### config.mk
export PLATFORM = sky130hd
export DESIGN_NAME = i2s_multi_tx
export DESIGN_NICKNAME = d
export VERILOG_FILES = /design/src/rtl/i2s_pkg.sv /design/src/rtl/i2s_sclk_gen.sv /design/src/rtl/i2s_multi_tx.sv
export SDC_FILE = /design/constraint.sdc
export NUM_CORES = 1
export LEC_CHECK = 0
export CORE_MARGIN = 3
export CORE_UTILIZATION = 45
export DETAILED_ROUTE_END_ITERATION = 10
export GPL_TIMING_DRIVEN = 0
export PLACE_DENSITY = 0.66
export SLEW_MARGIN = 30
export SYNTH_ARGS = -nofsm -noshare
export SYNTH_HDL_FRONTEND = slang
export SYNTH_SLANG_ARGS = --single-unit
### constraint.sdc
create_clock -name clk -period 3.19 [get_ports clk]
set_input_delay 0.4785 -clock clk [delete_from_list [all_inputs] [get_ports clk]]
set_output_delay 0.4785 -clock clk [all_outputs]
set_load 0.005 [all_outputs]
### src/rtl/i2s_pkg.sv
`default_nettype none
// ============================================================================
//  Module      : i2s_pkg
//  Description : Shared types and frame-geometry helpers for the multi-channel
//                I2S / left-justified serializer.
//  Revision    : 1.0 - initial release
// ============================================================================
package i2s_pkg;

    // Serial format selector as presented on the mode input
    typedef enum logic {
        I2S_MODE_PHILIPS = 1'b0,
        I2S_MODE_LJ      = 1'b1
    } i2s_mode_t;

    // Nominal DAC master clock
    localparam int c_ref_mclk_hz = 12_288_000;

    // Bit-clock periods in one complete frame
    function automatic int i2s_frame_sclks(input int num_channels, input int slot_width);
        return num_channels * slot_width;
    endfunction

    // Master-clock cycles in one complete frame
    function automatic int i2s_mclk_per_frame(input int num_channels, input int slot_width,
                                              input int mclk_per_sclk);
        return i2s_frame_sclks(num_channels, slot_width) * mclk_per_sclk;
    endfunction

    // Frame geometry of the default configuration (2 x 32-bit slots, 4 clk per sclk)
    localparam int c_default_frame_sclks    = i2s_frame_sclks(2, 32);
    localparam int c_default_mclk_per_frame = i2s_mclk_per_frame(2, 32, 4);
    localparam int c_default_fs_hz          = c_ref_mclk_hz / c_default_mclk_per_frame;

endpackage : i2s_pkg
`default_nettype wire

### src/rtl/i2s_sclk_gen.sv
`default_nettype none
// ============================================================================
//  Module      : i2s_sclk_gen
//  Description : Divides the master clock down to the serial bit clock and
//                flags the master-clock cycle that ends each sclk period.
//  Revision    : 1.0 - initial release
// ============================================================================
module i2s_sclk_gen #(
    parameter int MCLK_PER_SCLK = 4
) (
    input  logic clk,
    input  logic reset,
    output logic o_sclk,
    output logic o_fall
);

    localparam int c_div_w = (MCLK_PER_SCLK > 2) ? $clog2(MCLK_PER_SCLK) : 1;
    localparam logic [c_div_w-1:0] c_div_last = c_div_w'(MCLK_PER_SCLK - 1);
    localparam logic [c_div_w-1:0] c_div_half = c_div_w'(MCLK_PER_SCLK / 2);

    logic [c_div_w-1:0] r_div_q;
    logic [c_div_w-1:0] w_div_d;
    logic               r_sclk_q;
    logic               w_sclk_d;

    // Wrap the divider and derive sclk from the value it is about to take, so
    // sclk falls in the same cycle the divider returns to zero
    always_comb begin
        w_div_d  = (r_div_q == c_div_last) ? '0 : r_div_q + 1'b1;
        w_sclk_d = (w_div_d >= c_div_half);
    end

    // Divider and bit-clock registers
    always_ff @(posedge clk) begin
        if (reset) begin
            r_div_q  <= '0;
            r_sclk_q <= 1'b0;
        end else begin
            r_div_q  <= w_div_d;
            r_sclk_q <= w_sclk_d;
        end
    end

    assign o_sclk = r_sclk_q;
    assign o_fall = (r_div_q == c_div_last);

endmodule : i2s_sclk_gen
`default_nettype wire

### src/rtl/i2s_multi_tx.sv
`default_nettype none
// ============================================================================
//  Module      : i2s_multi_tx
//  Description : Parametrised multi-channel I2S / left-justified serializer
//                with a one-frame holding register and underrun reporting.
//                Build option I2S_UNDERRUN_REPEAT_EN: replay the last frame on
//                underrun instead of sending silence.
//  Revision    : 1.0 - initial release
// ============================================================================
module i2s_multi_tx
    import i2s_pkg::*;
#(
    parameter int SAMPLE_WIDTH  = 16,
    parameter int NUM_CHANNELS  = 2,
    parameter int SLOT_WIDTH    = 32,
    parameter int MCLK_PER_SCLK = 4
) (
    input  logic                                 clk,
    input  logic                                 reset,
    input  logic                                 mode,
    input  logic [NUM_CHANNELS*SAMPLE_WIDTH-1:0] s_data,
    input  logic                                 s_valid,
    output logic                                 s_ready,
    output logic                                 i2s_sclk,
    output logic                                 i2s_ws,
    output logic                                 i2s_sd,
    output logic                                 frame_start,
    output logic                                 underrun
);

    localparam int c_frame_sclks = i2s_frame_sclks(NUM_CHANNELS, SLOT_WIDTH);
    localparam int c_frame_w     = NUM_CHANNELS * SAMPLE_WIDTH;
    localparam int c_cnt_w       = $clog2(c_frame_sclks);
    localparam logic [c_cnt_w-1:0] c_last_bit = c_cnt_w'(c_frame_sclks - 1);
    localparam logic [c_cnt_w-1:0] c_half_bit = c_cnt_w'(c_frame_sclks / 2);

    // Lay the packed samples out as a slot-padded serial image, channel 0
    // first, each sample MSB-first at the top of its slot
    function automatic logic [c_frame_sclks-1:0] expand_frame(input logic [c_frame_w-1:0] f);
        logic [c_frame_sclks-1:0] img;
        img = '0;
        for (int k = 0; k < NUM_CHANNELS; k++) begin
            img[c_frame_sclks-1-k*SLOT_WIDTH -: SAMPLE_WIDTH] = f[k*SAMPLE_WIDTH +: SAMPLE_WIDTH];
        end
        return img;
    endfunction

    logic                     w_fall;
    logic                     w_boundary;
    logic                     w_accept;

    logic [c_cnt_w-1:0]       r_bit_cnt_q, w_bit_cnt_d;
    logic [c_frame_sclks-1:0] r_shift_q,   w_shift_d;
    logic [c_frame_w-1:0]     r_hold_q,    w_hold_d;
    logic                     r_hold_full_q, w_hold_full_d;
    logic                     r_armed_q,   w_armed_d;
    i2s_mode_t                r_mode_q,    w_mode_d;
    logic                     r_delay_q,   w_delay_d;
    logic                     r_sd_q,      w_sd_d;
    logic                     r_ws_q,      w_ws_d;
    logic                     r_frame_start_q, w_frame_start_d;
    logic                     r_underrun_q,    w_underrun_d;
`ifdef I2S_UNDERRUN_REPEAT_EN
    logic [c_frame_w-1:0]     r_last_q,    w_last_d;
`endif

    i2s_sclk_gen #(
        .MCLK_PER_SCLK (MCLK_PER_SCLK)
    ) u_sclk_gen (
        .clk    (clk),
        .reset  (reset),
        .o_sclk (i2s_sclk),
        .o_fall (w_fall)
    );

    assign w_boundary = w_fall && (r_bit_cnt_q == c_last_bit);
    assign w_accept   = s_valid && !r_hold_full_q;

    // Handshake, frame-boundary reload and per-bit serialization
    always_comb begin
        w_bit_cnt_d     = r_bit_cnt_q;
        w_shift_d       = r_shift_q;
        w_hold_d        = r_hold_q;
        w_hold_full_d   = r_hold_full_q;
        w_armed_d       = r_armed_q;
        w_mode_d        = r_mode_q;
        w_delay_d       = r_delay_q;
        w_sd_d          = r_sd_q;
        w_ws_d          = r_ws_q;
        w_frame_start_d = 1'b0;
        w_underrun_d    = 1'b0;
`ifdef I2S_UNDERRUN_REPEAT_EN
        w_last_d        = r_last_q;
`endif

        // Accept only into an empty hold; never bypasses into the current
        // boundary, so a same-cycle accept plays one frame later
        if (w_accept) begin
            w_hold_d      = s_data;
            w_hold_full_d = 1'b1;
            w_armed_d     = 1'b1;
        end

        if (w_fall) begin
            if (w_boundary) begin
                w_bit_cnt_d     = '0;
                w_frame_start_d = 1'b1;
                if (r_hold_full_q) begin
                    w_shift_d     = expand_frame(r_hold_q);
                    w_hold_full_d = 1'b0;
                    w_mode_d      = i2s_mode_t'(mode);
`ifdef I2S_UNDERRUN_REPEAT_EN
                    w_last_d      = r_hold_q;
`endif
                end else begin
`ifdef I2S_UNDERRUN_REPEAT_EN
                    w_shift_d     = expand_frame(r_last_q);
`else
                    w_shift_d     = '0;
`endif
                    w_underrun_d  = r_armed_q;
                end
            end else begin
                w_bit_cnt_d = r_bit_cnt_q + 1'b1;
                w_shift_d   = r_shift_q << 1;
            end

            // The delay stage always tracks the undelayed stream so a format
            // switch at a boundary carries the previous frame's last bit
            w_delay_d = w_shift_d[c_frame_sclks-1];
            if (w_mode_d == I2S_MODE_LJ) begin
                w_sd_d = w_shift_d[c_frame_sclks-1];
                w_ws_d = (w_bit_cnt_d < c_half_bit);
            end else begin
                w_sd_d = r_delay_q;
                w_ws_d = (w_bit_cnt_d >= c_half_bit);
            end
        end
    end

    // Serializer state registers
    always_ff @(posedge clk) begin
        if (reset) begin
            r_bit_cnt_q     <= '0;
            r_shift_q       <= '0;
            r_hold_q        <= '0;
            r_hold_full_q   <= 1'b0;
            r_armed_q       <= 1'b0;
            r_mode_q        <= I2S_MODE_PHILIPS;
            r_delay_q       <= 1'b0;
            r_sd_q          <= 1'b0;
            r_ws_q          <= 1'b0;
            r_frame_start_q <= 1'b0;
            r_underrun_q    <= 1'b0;
        end else begin
            r_bit_cnt_q     <= w_bit_cnt_d;
            r_shift_q       <= w_shift_d;
            r_hold_q        <= w_hold_d;
            r_hold_full_q   <= w_hold_full_d;
            r_armed_q       <= w_armed_d;
            r_mode_q        <= w_mode_d;
            r_delay_q       <= w_delay_d;
            r_sd_q          <= w_sd_d;
            r_ws_q          <= w_ws_d;
            r_frame_start_q <= w_frame_start_d;
            r_underrun_q    <= w_underrun_d;
        end
    end

`ifdef I2S_UNDERRUN_REPEAT_EN
    // Copy of the most recently loaded frame, replayed on underrun
    always_ff @(posedge clk) begin
        if (reset) begin
            r_last_q <= '0;
        end else begin
            r_last_q <= w_last_d;
        end
    end
`endif

    assign s_ready     = !r_hold_full_q;
    assign i2s_ws      = r_ws_q;
    assign i2s_sd      = r_sd_q;
    assign frame_start = r_frame_start_q;
    assign underrun    = r_underrun_q;

endmodule : i2s_multi_tx
`default_nettype wire
==> summary.md, run 1 <==
| Metric | Value |
|---|---|
| Vias in the first global route | `2873` |
| Vias | `3142` |
| Data required, critical path | `3460 ps` |
| IO Pins | `42` |
| Drt initial violations | `114` |
| Routed Antenna Nets | `0` |
| Die outline width | `95.8 microns` |
| Post-synth ARST share | `0%` |
| Crit path cell chain | `ha_1 -> buf_2 -> nand4_2 -> nor2_2 -> buf_2 -> nand3_1 -> a311oi_1` |
| Die Area | `0.00918 sq mm` |
| RSZ-0062 raised after global routing | `no` |
| GRT Util Overall | `19.4%` |
| Syn Nets | `465` |
| Clock Tree Root | `clkbuf_8` |
| Setup violators final | `0` |
| Seq cells post-synth | `95` |
| Drt via density | `5.36` |
| LEAKAGE | `1.48 nW` |
| Port bufs | `41` |
| Worst setup SP type | `register` |
| CTS tree | `built` |
| Setup CP Type | `reg2reg` |
| CTS max path bufs | `2` |
| GRT Residual Overflow | `0` |
| Global-route wire length before repair | `13800 microns` |
| CTS Hold Buffers Added | `0` |
| Synth unique cells | `42` |
| Worst-Margin Slew | `550 ps` |
| Peak Freq | `478 MHz` |
| PD cells | `526 mW/mm^2` |
| Fin crit share | `65.6%` |
| Core area | `0.00777 sq mm` |
| Syn Area/Cell | `8.50 sq um` |
| Clk slew on worst S/H paths | `90 ps` |
| Htree depth | `3` |
| Sum Neg Setup Slack | `0 ps` |
| Register area share after synthesis | `52.4%` |
| EDFF count, synth | `0` |
| YS warnings | `0` |
| Die height | `95.8 microns` |
| Starting Density | `46.7%` |
| Minimum clock period | `2090 ps` |
| Most used cell, CP | `buf_2` |
| CTS buffer count | `9` |
| ANT cells | `0` |
| Post-synth top cells | `103 x nand2_1, 95 x dfxtp_1, 42 x nor2_1` |
| Outcome | `complete, no violations` |
| # fillers | `769` |
| Largest net degree at the start of global routing | `17` |
| Synth-to-layout area growth | `20.3%` |
| Most frequent cell after synthesis | `nand2_1` |
| Total Power | `0.00230 W` |
| Hold Path Class | `reg2reg` |
| Worst setup EP type | `register` |
| Final number of hold-violating endpoints | `0` |
| # rows | `32` |
| Worst skew pair latency | `370 ps` |
| Drt pass-1 iters | `4` |
| Clock skew | `8.92 ps` |
| Area leader, netlist | `dfxtp_1` |
| Share of cells above drive strength 1 | `5.37%` |
| Post-CTS setup repair buffer count | `0` |
| Worst-path maximum fanout | `10` |
| Post-synth design cell area | `0.00363 sq mm` |
| Max Cap Viol | `0` |
| Commonest register cell after synthesis | `dfxtp_1` |
| DRC viols | `0` |
| Slew margin rel. | `63.1%` |
| Synth top area cells | `dfxtp_1 52%, nand2_1 11%, a311oi_1 7.2%` |
| Antenna violations before repair | `0` |
| # resized after CTS | `0` |
| Hpwl dp | `5940 microns` |
| Clock Sinks | `95` |
| Critical-path top delay cell | `nor2_2` |
| Yosys top cell area share | `52.4%` |
| Slew Viols, Final | `0` |
| Final GP Congestion | `0.777` |
| Crit-path max cell delay | `380 ps` |
| Nets | `517` |
| Post-DR wirelength/cell | `14.2 microns` |
| Mapped Cells | `427` |
| Final WL | `8320 microns` |
| Worst vdd ir | `0.205 mV` |
| Data arrival time of the worst path | `2360 ps` |
==> path summary, 6_finish.rpt <==
path                               startpoint  slack (ps)                                to  cells after the start
max          u_sclk_gen.r_div_q[0]$_SDFF_PP0_        1100        r_shift_q[52]$_SDFFE_PP0N_                      7
min          u_sclk_gen.r_div_q[0]$_SDFF_PP0_         440  u_sclk_gen.r_div_q[0]$_SDFF_PP0_                      1
max reg2reg  u_sclk_gen.r_div_q[0]$_SDFF_PP0_        1100        r_shift_q[52]$_SDFFE_PP0N_                      7
min reg2reg  u_sclk_gen.r_div_q[0]$_SDFF_PP0_         440  u_sclk_gen.r_div_q[0]$_SDFF_PP0_                      1
==> layer usage <==
| layer | up-vias | track usage, % | wire, microns |
|---|---|---|---|
| met5 | - | 0 | 0 |
| met4 | 0 | 4.27 | 78 |
| met3 | 7 | 5.94 | 441 |
| met2 | 66 | 30.9 | 3830 |
| met1 | 1471 | 25.9 | 3970 |
| li1 | 1598 | - | - |
==> power by group <==
| group | internal (W) | switching, W |
|---|---|---|
| Clock | 0.000367 | 0.000427 |
| Sequential | 0.00124 | 0.0000309 |
| Combinational | 0.000102 | 0.000128 |
| Total | 0.00171 | 0.000586 |
==> metrics by stage <==
stage / cells / worst slack [ps] / hold slack (ps) / cell area (sq um) / utilization, %
floorplan: 427 / 1540 / 402 / 3630 / -
global placement: 570 / 1020 / 426 / 4170 / 53.7
detailed placement: 570 / 1020 / 427 / 4170 / 53.7
CTS: 586 / 1090 / 446 / 4370 / 56.2
global route: 586 / 835 / 479 / 4370 / 56.2
finish: 586 / 1100 / 443 / 4370 / 56.2
==> layout by cell type, fill, tap and decap left out, types with 2 or more instances in the layout <==
| cell type | n |
|---|---|
| a211oi_1 | 2 |
| a21oi_1 | 32 |
| a22o_1 | 16 |
| a311oi_1 | 30 |
| buf_1 | 4 |
| buf_2 | 7 |
| clkbuf_1 | 26 |
| clkbuf_8 | 9 |
| clkdlybuf4s50_1 | 41 |
| clkinv_4 | 3 |
| clkinvlp_4 | 2 |
| dfxtp_1 | 95 |
| ha_1 | 2 |
| nand2_1 | 103 |
| nand2b_1 | 3 |
| nand3_1 | 32 |
| nor2_1 | 42 |
| nor2b_1 | 3 |
| nor3_1 | 3 |
| nor3b_1 | 2 |
==> critical path, delay by kind of cell, from the launching register on <==
kind,cells,cell delay [ps]
and+or+nand+nor,3,680
buffers and inverters,2,530
DFF,1,350
AOI/OAI and AO/OA,1,290
adders and majority gates,1,140
==> sequential cells by signal (all words and copies together), names as in the netlist <==
signal and cells:
frame_start 1, i2s_sd 1, i2s_ws 1, r_armed_q 1, r_bit_cnt_q 6, r_delay_q 1, r_hold_full_q 1, r_hold_q 32
r_mode_q 1, r_shift_q 47, u_sclk_gen.o_sclk 1, u_sclk_gen.r_div_q 1, underrun 1
==> area by class of cell <==
| type | count | area, sq um | area share [%] |
|---|---|---|---|
| multi-input cells | 295 | 1580 | 36.2 |
| inverters | 1 | 3.75 | 0.0859 |
| flip-flops and latches | 95 | 1900 | 43.5 |
| repair buffers | 41 | 410 | 9.40 |
| well taps | 102 | 128 | 2.92 |
| clock buffers | 10 | 128 | 2.92 |
| plain buffers | 36 | 144 | 3.29 |
| clock inverters | 6 | 71.3 | 1.63 |
==> kinds of logic (layout without fill, tap and decap cells) <==
kind of cell    Yosys count  after routing  share of synthesized area (%)
xor+xnor                  2              2                          0.483
mux                       1              1                          0.276
buf+inv                  37             94                           4.07
compound gates           93             93                           19.0
flops                    95             95                           52.4
simple gates            197            197                           23.1
fa+ha+maj                 2              2                          0.689
No activity file was read; power rests on OpenSTA's default activity.
==> run 2: changes to the inputs <==
Settings changed: PLACE_DENSITY 0.66 to 0.69.
Clock period 3.19 ns to 1.8 ns, I/O delays scaled along.
==> run 2 against run 1 <==
Fmax grew 22%. Core utilization grew 2.8 points. First-iteration DRC count grew 54%. Hold slack lost 22 ps. Clock-buffer cell count grew 2. Combinational power grew 90%. Clock skew shrank 1.8 ps.
==> summary.md, run 2 (same netlist as run 1, synthesis figures left out) <==
| Metric | Value |
|---|---|
| Outcome | `complete, no violations` |
| Final GP Congestion | `0.794 (+2.2%)` |
| CTS max path bufs | `2 (unchanged)` |
| Reg with most FFs | `r_shift_q` |
| Worst setup margin | `84.7 ps (-1010 ps)` |
| Hpwl dp | `5870 microns (-1.2%)` |
| Data arrival time of the worst path | `1990 ps (-370 ps)` |
| Drt initial violations | `176 (+54%)` |
| Most used cell, CP | `buf_6` |
| Pre-CTS setup slack | `-309 ps (-1330 ps)` |
| Fin crit share | `95.3% (+30 points)` |
| Hold Path Class | `reg2reg` |
| Vias | `3229 (+2.8%)` |
| Setup violators final | `0 (unchanged)` |
| Slew Viols, Final | `0 (unchanged)` |
| Minimum clock period | `1720 ps (-377 ps)` |
| Post-DR wirelength/cell | `14.6 microns (+2.9%)` |
| CP endpoint | `r_shift_q[48]$_SDFFE_PP0N_` |
| Psw | `0.000996 W (+70%)` |
| Setup CP Type | `reg2reg` |
| Int Pwr | `0.00339 W (+98%)` |
| Data required, critical path | `2070 ps (-1390 ps)` |
| IO Pins | `42 (unchanged)` |
| Largest net degree at the start of global routing | `15 (-2)` |
| Die height | `95.8 microns (unchanged)` |
| # fillers | `712 (-7.4%)` |
| PD cells | `956 mW/mm^2 (+82%)` |
| Total Power | `0.00438 W (+91%)` |
| Clock skew | `7.15 ps (-1.77 ps)` |
| Slew margin rel. | `64.3% (+1.3 points)` |
| Max Cap Viol | `0 (unchanged)` |
| Worst setup EP type | `register` |
| Nets | `525 (+1.5%)` |
| Sum Neg Setup Slack | `0 ps (unchanged)` |
| CTS tree | `built` |
| Comb power frac | `10.0% (about the same)` |
| ANT cells | `0 (unchanged)` |
| Critical-path top delay cell | `dfxtp_2` |
| End of the worst register-to-register path | `r_shift_q[48]$_SDFFE_PP0N_` |
| Area occupied by multi-input gates | `0.00165 sq mm (+4.2%)` |
| Reg2reg setup slack | `80 ps (-1010 ps)` |
| Core area | `0.00777 sq mm (unchanged)` |
| Final number of hold-violating endpoints | `0 (unchanged)` |
| Biggest regs | `r_shift_q: 47 flops, r_hold_q: 32 flops, r_bit_cnt_q: 6 flops` |
| Worst-Margin Slew | `535 ps (-14.7 ps)` |
| Routed Antenna Nets | `0 (unchanged)` |
| Layout Cells excl Fill | `593 (+1.2%)` |
| Worst setup SP type | `register` |
| Vias in the first global route | `2851 (-0.77%)` |
| Synth-to-layout area growth | `26.4%` |
| Starting Density | `46.7% (unchanged)` |
| Max reg flops | `47 (unchanged)` |
| Drt via density | `5.45 (+1.6%)` |
| Die outline width | `95.8 microns (unchanged)` |
| Reg2reg path depth | `8 (+1)` |
| Clock share of power | `38.6% (+4.0 points)` |
| Clock Sinks | `95 (unchanged)` |
| Worst setup path start | `u_sclk_gen.r_div_q[0]$_SDFF_PP0_` |
| CTS buffer count | `9 (unchanged)` |
| Antenna violations before repair | `0 (unchanged)` |
| Reg area | `0.00191 sq mm (+0.26%)` |
| LEAKAGE | `1.58 nW (+6.7%)` |
| Placed Cells | `570 (unchanged)` |
| Worst-path maximum fanout | `10 (unchanged)` |
| WHS | `421 ps (-22.2 ps)` |
| Die Area | `0.00918 sq mm (unchanged)` |
| Worst vdd ir | `0.489 mV (+140%)` |
| DRC viols | `0 (unchanged)` |
| Drt pass-1 iters | `5 (+1)` |
| Peak Freq | `583 MHz (+22%)` |
| # rows | `32 (unchanged)` |
| Global-route wire length before repair | `13800 microns (about the same)` |
| Share of cells above drive strength 1 | `10.4% (+5.0 points)` |
| Htree depth | `3 (unchanged)` |
| Sequential power share | `51.5% (-3.9 points)` |
| Final WL | `8660 microns (+4.1%)` |
| Most common cell after layout, fill and taps aside | `nand2_1` |
| Reg2reg start | `u_sclk_gen.r_div_q[0]$_SDFF_PP0_` |
| GRT Residual Overflow | `0 (unchanged)` |
| Clock Tree Root | `clkbuf_8` |
| Worst skew pair latency | `360 ps (about the same)` |
| Commonest non-fill, non-tap cells in the layout | `103 x nand2_1, 91 x dfxtp_1, 41 x nor2_1, 41 x clkdlybuf4s50_1, 32 x a21oi_1` |
| Crit-path max cell delay | `340 ps (-40 ps)` |
| GRT Util Overall | `19.5% (+0.16 points)` |
| Crit path cell chain | `ha_1 -> buf_6 -> nand4_4 -> nor2_4 -> buf_4 -> buf_6 -> nand3_1 -> a311oi_2` |
| Port bufs | `41 (unchanged)` |
| Clk slew on worst S/H paths | `90 ps (about the same)` |
| Switching part of the total | `22.7% (-2.8 points)` |
-- run 2: cell types whose count changed in the layout (fill, tap and decap cells not counted), sizes merged --
cell and change:
buf +8, bufinv +2, clkinv -3, clkbuf +2
clkinvlp -2
-- run 2: metrics by stage --
stage          area [sq um]  util, %
3_3_place_gp           4170     53.7
6_report               4590     59.1
3_5_place_dp           4170     53.7
2_1_floorplan          3630        -
4_1_cts                4460     57.4
5_1_grt                4590     59.1
-- run 2: worst max-delay path, delay by kind of cell (launching register included) --
kind,cells,cell delay (ps)
fa+ha+maj,1,160
flops,1,340
simple gates,3,370
compound gates,1,300
buf+inv,3,450
-- run 2: worst min path at each step --
stage | start | endpoint | slack, ps | depth (start not counted)
final | u_sclk_gen.r_div_q[0]$_SDFF_PP0_ | u_sclk_gen.r_div_q[0]$_SDFF_PP0_ | 420 | 1
after global placement | u_sclk_gen.r_div_q[0]$_SDFF_PP0_ | u_sclk_gen.r_div_q[0]$_SDFF_PP0_ | 430 | 1
after CTS | s_data[23] | r_hold_q[23]$_SDFFE_PP0P_ | 440 | 3
after floorplan | reset | frame_start$_SDFF_PP0_ | 360 | 1
after global routing | s_data[26] | r_hold_q[26]$_SDFFE_PP0P_ | 440 | 3
after detailed placement | u_sclk_gen.r_div_q[0]$_SDFF_PP0_ | u_sclk_gen.r_div_q[0]$_SDFF_PP0_ | 430 | 1
-- run 2: final cells by class --
class	count	area share (%)
Clock buffer	12	3.38
Sequential cell	95	41.6
Buffer	36	4.06
Timing Repair Buffer	49	10.2
Multi-Input combinational cell	295	35.9
Clock inverter	3	1.96
Inverter	1	0.136
Tap cell	102	2.78
-- run 2: layer usage --
| metal | vias to the layer above | global-route usage, % | wire length (microns) |
|---|---|---|---|
| met2 | 88 | 31.9 | 4180 |
| met1 | 1512 | 25.6 | 3980 |
| met3 | 11 | 4.22 | 427 |
| met5 | - | 0 | 0 |
| met4 | 0 | 6.75 | 82 |
| li1 | 1618 | - | - |
-- run 2: repair_timing --
| item | CTS | global route |
|---|---|---|
| pin swaps | 1 | 2 |
| setup buffers | 0 | 7 |
| resized for setup | 16 | 22 |
| endpoints found under the setup margin | 51 | 44 |
| hold buffers | 0 | 0 |
| cloned | 0 | 1 |
-- run 2: power groups by stage --
stage	clock network, W	registers, W	logic, W
global placement	0	0.00230	0.000399
global route	0.00181	0.00227	0.000485
finish	0.00169	0.00226	0.000436
floorplan	0	0.00229	0.000246
CTS	0.00171	0.00225	0.000414
detailed placement	0	0.00230	0.000409
==> run 3: changes to the inputs <==
Settings changed: CORE_MARGIN 3 to default.
==> run 3 against run 2 <==
Combinational power decreased by 2%. Core utilization decreased by 0.24 points. Fmax decreased by 2.1%. Routed wire length decreased by 1.7%. Sequential power about the same. Clock power decreased by 5%. Register-to-register slack about the same. Global-route usage increased by 1.6 points. Critical endpoint is now s_ready.
==> summary.md, run 3 (same netlist as run 1, synthesis figures left out) <==
| Metric | Value |
|---|---|
| Share of cells above drive strength 1 | `10.2% (-0.22 points)` |
| CTS tree | `built` |
| ANT cells | `0 (unchanged)` |
| Critical-path top delay cell | `clkdlybuf4s50_1` |
| Setup CP Type | `reg2out` |
| Core area | `0.00777 sq mm (unchanged)` |
| Data arrival time of the worst path | `1480 ps (-510 ps)` |
| # rows | `32 (unchanged)` |
| Global-route wire length before repair | `14000 microns (+1.3%)` |
| Synth-to-layout area growth | `25.8%` |
| Clock skew | `4.85 ps (-2.29 ps)` |
| Vias | `3200 (-0.90%)` |
| Clk slew on worst S/H paths | `80 ps (about the same)` |
| LEAKAGE | `1.57 nW (-0.50%)` |
| Worst setup EP type | `output pin` |
| Port bufs | `41 (unchanged)` |
| Slew margin rel. | `60.9% (-3.4 points)` |
| GRT Residual Overflow | `0 (unchanged)` |
| Worst setup SP type | `register` |
| CTS Hold Buffers Added | `0 (unchanged)` |
| PD cells | `938 mW/mm^2 (-1.9%)` |
| Total Power | `0.00429 W (-2.3%)` |
| Worst vdd ir | `0.523 mV (+6.9%)` |
| Reg with most FFs | `r_shift_q` |
| DRC viols | `0 (unchanged)` |
| Final WL | `8510 microns (-1.7%)` |
| Worst-path maximum fanout | `10 (unchanged)` |
| CTS max path bufs | `2 (unchanged)` |
| Die height | `91.8 microns (-4.2%)` |
| Setup violators final | `0 (unchanged)` |
| Max Cap Viol | `0 (unchanged)` |
| Antenna violations before repair | `0 (unchanged)` |
| Drt via density | `5.39 (-1.1%)` |
| Outcome | `complete, no violations` |
| Peak Freq | `571 MHz (-2.1%)` |
| Vias in the first global route | `2903 (+1.8%)` |
| Layout Cells excl Fill | `594 (+0.17%)` |
| Fin crit share | `97.3% (+2.0 points)` |
| Htree depth | `3 (unchanged)` |
| Crit-path max cell delay | `510 ps (+170 ps)` |
| Worst skew pair latency | `350 ps (about the same)` |
| Largest net degree at the start of global routing | `15 (unchanged)` |
| Minimum clock period | `1750 ps (+36.8 ps)` |
| Delay-heaviest family, CP | `buffers and inverters` |
| Starting Density | `46.7% (unchanged)` |
| Hold Path Class | `reg2reg` |
| Post-DR wirelength/cell | `14.3 microns (-1.9%)` |
| IO Pins | `42 (unchanged)` |
| Sum Neg Setup Slack | `0 ps (unchanged)` |
| Biggest regs | `r_shift_q: 47 flops, r_hold_q: 32 flops, r_bit_cnt_q: 6 flops` |
| GRT Util Overall | `21.2% (+1.6 points)` |
| Slew Viols, Final | `0 (unchanged)` |
| Hpwl dp | `5830 microns (-0.68%)` |
| Final number of hold-violating endpoints | `0 (unchanged)` |
| Crit path cell chain | `buf_2 -> inv_2 -> clkdlybuf4s50_1` |
| Drt initial violations | `172 (-2.3%)` |
| Clock Sinks | `95 (unchanged)` |
| Core Util, Final | `58.8% (-0.24 points)` |
| Final GP Congestion | `0.790 (-0.48%)` |
| Data required, critical path | `1530 ps (-540 ps)` |
| Commonest non-fill, non-tap cells in the layout | `103 x nand2_1, 92 x dfxtp_1, 41 x nor2_1, 41 x clkdlybuf4s50_1, 32 x a21oi_1` |
| Nets | `526 (+0.19%)` |
| RSZ-0062 raised after global routing | `yes` |
| CTS buffer count | `9 (unchanged)` |
| Drt pass-1 iters | `4 (-1)` |
| Most common cell after layout, fill and taps aside | `nand2_1` |
| Worst-Margin Slew | `586 ps (+50.8 ps)` |
| Clock Tree Root | `clkbuf_8` |
| CP Buf/Inv Count | `3 (unchanged)` |
| Die outline width | `91.8 microns (-4.2%)` |
| Routed Antenna Nets | `0 (unchanged)` |
| Max reg flops | `47 (unchanged)` |
| Die Area | `0.00843 sq mm (-8.2%)` |
| Placed Cells | `570 (unchanged)` |
==> run 3: layout make-up <==
type                       count  area [sq um]
buffer                        36           176
clock buffer                  11           131
clock inverter                 4          95.1
fill                         728          3200
inverter                       1          3.75
multi-input combinational    295          1640
sequential                    95          1910
tap                          102           128
timing repair buffer          50           488
==> run 3: final timing paths <==
| kind | from | slack [ps] | cells past startpoint | to |
|---|---|---|---|---|
| worst min-delay path | u_sclk_gen.r_div_q[0]$_SDFF_PP0_ | 440 | 1 | u_sclk_gen.r_div_q[0]$_SDFF_PP0_ |
| worst max register to register | u_sclk_gen.r_div_q[0]$_SDFF_PP0_ | 70 | 8 | r_shift_q[25]$_SDFFE_PP0N_ |
| worst max-delay path | r_hold_full_q$_SDFF_PP0_ | 50 | 3 | s_ready |
| worst min register to register | u_sclk_gen.r_div_q[0]$_SDFF_PP0_ | 440 | 1 | u_sclk_gen.r_div_q[0]$_SDFF_PP0_ |
==> run 3: report_power, final <==
part	internal [W]	switching, W	total (W)
clock network	0.000915	0.000686	0.00160
logic	0.000191	0.000237	0.000428
registers	0.00220	0.0000558	0.00226
total	0.00331	0.000979	0.00429
==> run 3: metrics by stage <==
stage                     cell area, sq um  hold WS, ps  worst slack, ps
final                                 4570          440             47.9
after global routing                  4570          456            -29.3
after CTS                             4440          440             1.69
after detailed placement              4170          423             -335
after global placement                4170          430             -274
after floorplan                       3630          362              150
==> run 3: what timing repair did <==
item                       4_1_cts  5_1_grt
gates resized for setup         12       17
setup endpoints to repair       51       43
pin swaps                        1        4
setup buffers                    1        7
gates cloned                     0        1
==> run 3: metal layers <==
metal,up-vias,GRT usage (%),wire length [microns]
li1,1617,-,-
met4,0,6.38,93
met1,1498,28.9,4070
met2,77,33.6,4010
met5,-,0,0
met3,8,4.64,337
